File: src/rtl/usr_pkg.sv
// Shared mode encodings, FSM states and small helpers for the universal shift register.
package usr_pkg;

  localparam logic [2:0] MODE_HOLD  = 3'b000;
  localparam logic [2:0] MODE_LOAD  = 3'b001;
  localparam logic [2:0] MODE_SHL   = 3'b010;
  localparam logic [2:0] MODE_SHR   = 3'b011;
  localparam logic [2:0] MODE_ROTL  = 3'b100;
  localparam logic [2:0] MODE_ROTR  = 3'b101;
  localparam logic [2:0] MODE_ASHR  = 3'b110;
  localparam logic [2:0] MODE_CLEAR = 3'b111;

  typedef enum logic {
    ST_IDLE  = 1'b0,
    ST_BURST = 1'b1
  } usr_state_t;

  // Only single-bit movement ops are meaningful to repeat in a burst.
  function automatic logic is_shift_op(input logic [2:0] m);
    return (m == MODE_SHL) || (m == MODE_SHR) || (m == MODE_ROTL) ||
           (m == MODE_ROTR) || (m == MODE_ASHR);
  endfunction

endpackage

File: src/rtl/usr_shift_unit.sv
// Combinational next-value function for the register; shared by single-step and burst paths.
module usr_shift_unit
  import usr_pkg::*;
#(
  parameter int N = 8
) (
  input  logic [N-1:0] po,
  input  logic [2:0]   op,
  input  logic [N-1:0] pi,
  input  logic         sin_l,
  input  logic         sin_r,
  output logic [N-1:0] nxt
);

  // Select the next register value; shifted-out bits are simply dropped.
  always_comb begin
    nxt = po;
    unique case (op)
      MODE_HOLD:  nxt = po;
      MODE_LOAD:  nxt = pi;
      MODE_SHL:   nxt = {po[N-2:0], sin_l};
      MODE_SHR:   nxt = {sin_r, po[N-1:1]};
      MODE_ROTL:  nxt = {po[N-2:0], po[N-1]};
      MODE_ROTR:  nxt = {po[0], po[N-1:1]};
      MODE_ASHR:  nxt = {po[N-1], po[N-1:1]};
      MODE_CLEAR: nxt = '0;
      default:    nxt = po;
    endcase
  end

endmodule

File: src/rtl/univ_shift_reg.sv
// Universal shift register with single-step ops and an auto-sequenced burst (busy/done).
module univ_shift_reg
  import usr_pkg::*;
#(
  parameter int N  = 8,
  parameter int CW = $clog2(N) + 1
) (
  input  logic          clk,
  input  logic          reset,
  input  logic          en,
  input  logic [2:0]    mode,
  input  logic [N-1:0]  pi,
  input  logic          sin_l,
  input  logic          sin_r,
  input  logic          start,
  input  logic [CW-1:0] shamt,
  output logic [N-1:0]  po,
  output logic          sout_l,
  output logic          sout_r,
  output logic          busy,
  output logic          done
);

  usr_state_t    state, state_nxt;
  logic [2:0]    op, op_nxt;
  logic [CW-1:0] cnt, cnt_nxt;
  logic [N-1:0]  po_nxt, shift_nxt;
  logic          busy_nxt, done_nxt;
  logic [2:0]    unit_op;
  logic [CW-1:0] shamt_clamped;

  assign shamt_clamped = (shamt > CW'(N)) ? CW'(N) : shamt;

  // In a burst the latched op drives the shifter; otherwise the live mode does.
  assign unit_op = (state == ST_BURST) ? op : mode;

  usr_shift_unit #(.N(N)) u_shift (
    .po    (po),
    .op    (unit_op),
    .pi    (pi),
    .sin_l (sin_l),
    .sin_r (sin_r),
    .nxt   (shift_nxt)
  );

  // Next-state / next-output logic; done defaults low so it is a single-cycle pulse.
  always_comb begin
    state_nxt = state;
    op_nxt    = op;
    cnt_nxt   = cnt;
    po_nxt    = po;
    busy_nxt  = busy;
    done_nxt  = 1'b0;
    if (en) begin
      unique case (state)
        ST_IDLE: begin
          if (start) begin
            // Start edge only latches the request; po is left untouched.
            op_nxt  = mode;
            cnt_nxt = shamt_clamped;
            if ((shamt_clamped == '0) || !is_shift_op(mode)) begin
              done_nxt = 1'b1;
            end else begin
              state_nxt = ST_BURST;
              busy_nxt  = 1'b1;
            end
          end else begin
            po_nxt = shift_nxt;
          end
        end
        ST_BURST: begin
          // mode and start are ignored here; a start while busy is dropped.
          po_nxt  = shift_nxt;
          cnt_nxt = cnt - CW'(1);
          if (cnt == CW'(1)) begin
            state_nxt = ST_IDLE;
            busy_nxt  = 1'b0;
            done_nxt  = 1'b1;
          end
        end
        default: state_nxt = ST_IDLE;
      endcase
    end
  end

  // State register; reset wins over everything and aborts a burst without done.
  always_ff @(posedge clk) begin
    if (reset) begin
      state <= ST_IDLE;
      op    <= MODE_HOLD;
      cnt   <= '0;
      po    <= '0;
      busy  <= 1'b0;
      done  <= 1'b0;
    end else begin
      state <= state_nxt;
      op    <= op_nxt;
      cnt   <= cnt_nxt;
      po    <= po_nxt;
      busy  <= busy_nxt;
      done  <= done_nxt;
    end
  end

  assign sout_l = po[N-1];
  assign sout_r = po[0];

endmodule

File: config.mk
export PLATFORM = sky130hd
export DESIGN_NAME = univ_shift_reg
export DESIGN_NICKNAME = d
export VERILOG_FILES = /design/src/rtl/usr_pkg.sv /design/src/rtl/usr_shift_unit.sv /design/src/rtl/univ_shift_reg.sv
export SDC_FILE = /design/constraint.sdc
export NUM_CORES = 1
export LEC_CHECK = 0
export ABC_AREA = 0
export BUFFER_PORTS_ARGS = -buffer_cell sky130_fd_sc_hd__buf_2
export CAP_MARGIN = 10
export CORE_ASPECT_RATIO = 0.7
export CORE_MARGIN = 1
export CORE_UTILIZATION = 45
export CTS_BUF_LIST = sky130_fd_sc_hd__clkbuf_16
export CTS_CLUSTER_DIAMETER = 40
export DETAILED_ROUTE_END_ITERATION = 8
export GPL_TIMING_DRIVEN = 1
export PLACE_DENSITY = 0.79
export SETUP_SLACK_MARGIN = 0.15
export SYNTH_ARGS = -nofsm -noshare
export SYNTH_HDL_FRONTEND = slang
export SYNTH_SLANG_ARGS = --single-unit
File: constraint.sdc
create_clock -name clk -period 1.66 [get_ports clk]
set_input_delay 0.332 -clock clk [delete_from_list [all_inputs] [get_ports clk]]
set_output_delay 0.332 -clock clk [all_outputs]
set_load 0.01 [all_outputs]
==> metrics.md <==
| Metric | Value |
|---|---|
| Status | `complete, but fails checks` |
| Failing checks | `DRC` |
| CP Class | `reg2reg` |
| Psw | `roughly 0.0004 W` |
| Via Count | `~1300` |
| WL/cell | `roughly 18 microns` |
| Max-cap violations | `0` |
| Flops & latches, synth | `18` |
| Slowest CP cell | `dfxtp_4` |
| Reg2Reg Depth | `4` |
| RR Startpoint | `state` |
| Vias in the first global route | `roughly 1100` |
| Switching portion of total power | `0.2928` |
| Final instance area | `1574 sq um` |
| Hold Path Sink | `po[4]` |
| Post-route ant nets | `0` |
| Worst r2r dst | `po[1]` |
| CP top delay family | `compound AO/OA/AOI/OAI gates` |
| Hold path cells | `3` |
| Pwr/cell area | `844.5 nW/um^2` |
| Mapped Area | `approximately 1200 sq um` |
| Period minus WS final | `approximately 1.5 ns` |
| Die Area | `2930 sq um` |
| Max VDD drop | `around 0.67 mV` |
| RSZ-0062 raised after global routing | `true` |
| Post-Syn Nets | `between 150 and 200` |
| Area leader, netlist | `dfxtp_1` |
| First-pass GRT wire length | `between 5 and 6 mm` |
| Vias per cell | `6.271` |
| Syn Inst Count | `around 140` |
| Core area | `about 2500 sq um` |
| Drt drc | `2` |
| Hold Vio Cnt, Final | `0` |
| Worst path max stage delay | `between 0.3 and 0.4 ns` |
| Int Pwr | `0.0009401 W` |
| Cell Area, Placed | `approximately 1400 sq um` |
| Synth warnings | `0` |
| Gpl congestion | `~0.85` |
| Post-synthesis average cell area | `approximately 8.8 sq um` |
| Reg-to-reg setup timing slack | `roughly 0.13 ns` |
| Pre-CTS setup slack | `-0.03125 ns` |
| CP Buf/Inv Count | `1` |
| Critical path capture point type | `register` |
| Slew Limit Headroom | `0.6737` |
| Initial antenna violation count | `0` |
| Worst-Margin Slew | `~0.5 ns` |
| Fin crit share | `0.9233` |
| Final-stage net count | `200` |
| Skew final | `between 0.002 and 0.0025 ns` |
| Largest net degree at the start of global routing | `18` |
| Synth area leaders | `dfxtp_1 30%, a221o_1 4.9%, a32o_1 4.9%` |
| Comb pwr share | `0.262` |
| DRT iter0 DRCs | `between 100 and 150` |
| Dpl hpwl | `approximately 2.5 mm` |
| Initial Utilization | `0.4856` |
| Final Worst Setup Slack | `between 0.1 and 0.15 ns` |
| Seq/Total Area, Yosys | `0.2951` |
| H-tree depth | `1` |
| Congestion Overflow GR | `0` |
| Clk pwr share | `0.367` |
| CP max FO | `8` |
| Post-synthesis cell type count | `47` |
| Min-Delay Path Class | `in2reg` |
| Die W | `64.27 microns` |
| Synth top area share | `0.2951` |
| Post-CTS Hold Buffers | `0` |
| Total power | `0.001329 W` |
| CP arrival | `about 1.7 ns` |
| Share of layout cells above drive strength 1 | `0.3636` |
| Clock Sinks | `18` |
| Cell breakdown of the critical path | `buf_4 > a32o_2 > a221o_1 > a32o_1` |
| Ant diodes | `0` |
| Layout area overhead | `28.89%` |
| Sequential Power Share | `0.371` |
| Critical Path Source Type | `register` |
| First-pass iteration count of the detailed router | `7` |
| PortBufs | `32` |
| CTS tree | `built` |
| CTS Buf Count | `3` |
| Fin util | `0.6259` |
| Worst skew pair latency | `approximately 0.25 ns` |
| Min-Delay Startpoint | `pi[4]` |
| P_leak | `0.6504 nW` |
| Clk root buf | `clkbuf_16` |
| Max Freq | `652.5 MHz` |
| Row count | `15` |
| Clock slew at reported path FFs | `about 0.050 ns` |
| Final Slew Violations | `0` |
| WL final | `3.758 mm` |
| Layout Cells excl Fill | `210` |
| DP Cell Count | `205` |
| Endpoints failing setup | `0` |
| Longest Clk Path Bufs | `2` |
| Die Ht | `approximately 46 microns` |
| IO Count | `33` |
| WP data required | `1.80 ns` |
| Tot GR Track Use | `0.2599` |
## through the flow
| stage | TNS [ns] | hold WS (ns) |
|---|---|---|
| floorplan | 0 | 0.4105 |
| CTS | 0 | 0.4073 |
| detailed placement | -0.04614 | 0.5060 |
| global route | 0 | 0.4282 |
| global placement | 0 | 0.4821 |
| finish | 0 | 0.4167 |
## state kept, by name, indices dropped and copies added (netlist names)
register	count
state	1
po	8
done	1
cnt	4
op	3
busy	1
## area by class of cell
type | instances | area [sq um]
clock inverters | 1 | 3.754
multi-input cells | 106 | 810.8
well taps | 34 | 42.54
repair buffers | 44 | 257.7
fillers | 207 | 940.9
inverters | 4 | 15.01
clock buffers | 3 | 75.07
flip-flops and latches | 18 | 369.1
## worst register-to-register path, delay by kind of cell, from the launching register on
| family | cells | cell delay (ns) |
|---|---|---|
| DFF | 1 | 0.38 |
| buffers and inverters | 1 | 0.17 |
| AOI/OAI and AO/OA | 3 | 0.88 |
## cell usage in the layout, fill, tap and decap left out, types with 2 or more instances in the layout
cell       netlist  layout
a21oi_1          6       6
buf_2            2      32
mux2i_4          0       2
or2b_1           2       2
nand2_1          7       7
o21ai_0          8       6
o21ai_1          1       3
a211oi_1         6       6
buf_6            4       2
mux2i_1          4       2
a221o_1          6       6
clkbuf_16        0       3
a221oi_1         2       2
nor3_1           3       2
nand2b_1         6       6
nand2_4          1       2
a22oi_1          2       2
nor2b_1          3       3
nor2_1          12      12
inv_1            3       3
nor4_1           2       2
a32o_1           6       6
dfxtp_4          0       2
or3_1            2       2
buf_4            4      10
dfxtp_1         18      15
nand3_1          4       4
o21a_1           2       2
ha_1             2       2
## metal layers
metal / vias to the layer above / global-route usage / part of all wire
met5: - / 0 / 0
met4: 0 / 0.05778 / 0.024
met3: 12 / 0.05000 / 0.079
met2: 74 / 0.4379 / 0.48
met1: 630 / 0.3500 / 0.41
li1: 601 / - / -
## logic make-up after synthesis
| logic type | after synthesis | synth area share |
|---|---|---|
| mux | 6 | 0.05328 |
| flops | 18 | 0.2951 |
| simple gates | 46 | 0.2008 |
| buf+inv | 15 | 0.08503 |
| xor+xnor | 2 | 0.02665 |
| fa+ha+maj | 2 | 0.02049 |
| compound gates | 50 | 0.3187 |
## power groups by stage
stage               combinational [W]  clock [W]  sequential (W)
CTS                          0.000316   0.000486        0.000491
global route                 0.000375   0.000505        0.000497
detailed placement           0.000309          0        0.000499
finish                       0.000348   0.000488        0.000494
floorplan                    0.000214          0        0.000498
global placement             0.000296          0        0.000496
## worst max-delay path by stage
| stage | startpoint | endpoint | slack (ns) | cells past startpoint |
|---|---|---|---|---|
| after floorplan | mode[1] | po[3] | 0.18 | 6 |
| after global placement | mode[0] | po[4] | 0.02 | 6 |
| after detailed placement | mode[2] | po[6] | -0.03 | 5 |
| after CTS | op[2] | po[1] | 0.12 | 5 |
| after global routing | state | po[0] | 0.09 | 6 |
| final | state | po[1] | 0.13 | 4 |
## synthesized netlist by cell type (all sizes together)
library cell	count
clkbuf	1
or4	1
o31a	1
buf	10
ha	2
inv	4
o211ai	2
o32ai	1
a21oi	6
a22oi	2
nand2	9
a211oi	6
nor4bb	1
a32oi	1
a31oi	1
or2b	2
o21a	2
o22ai	1
o22a	1
nor2	12
o21bai	1
o21ai	9
dfxtp	18
a21o	1
or3	2
xor2	1
mux2	1
a221oi	2
nor2b	3
nor4	2
a221o	6
nand2b	6
nor3	3
a32o	7
mux2i	5
and2b	1
nand3	4
xnor2	1
## timing repair
action	4_1_cts	5_1_grt
pin swaps	0	6
resized for setup	5	13
setup buffers	0	1
setup endpoints to repair	11	9
Power figures use the tool's default switching activity.
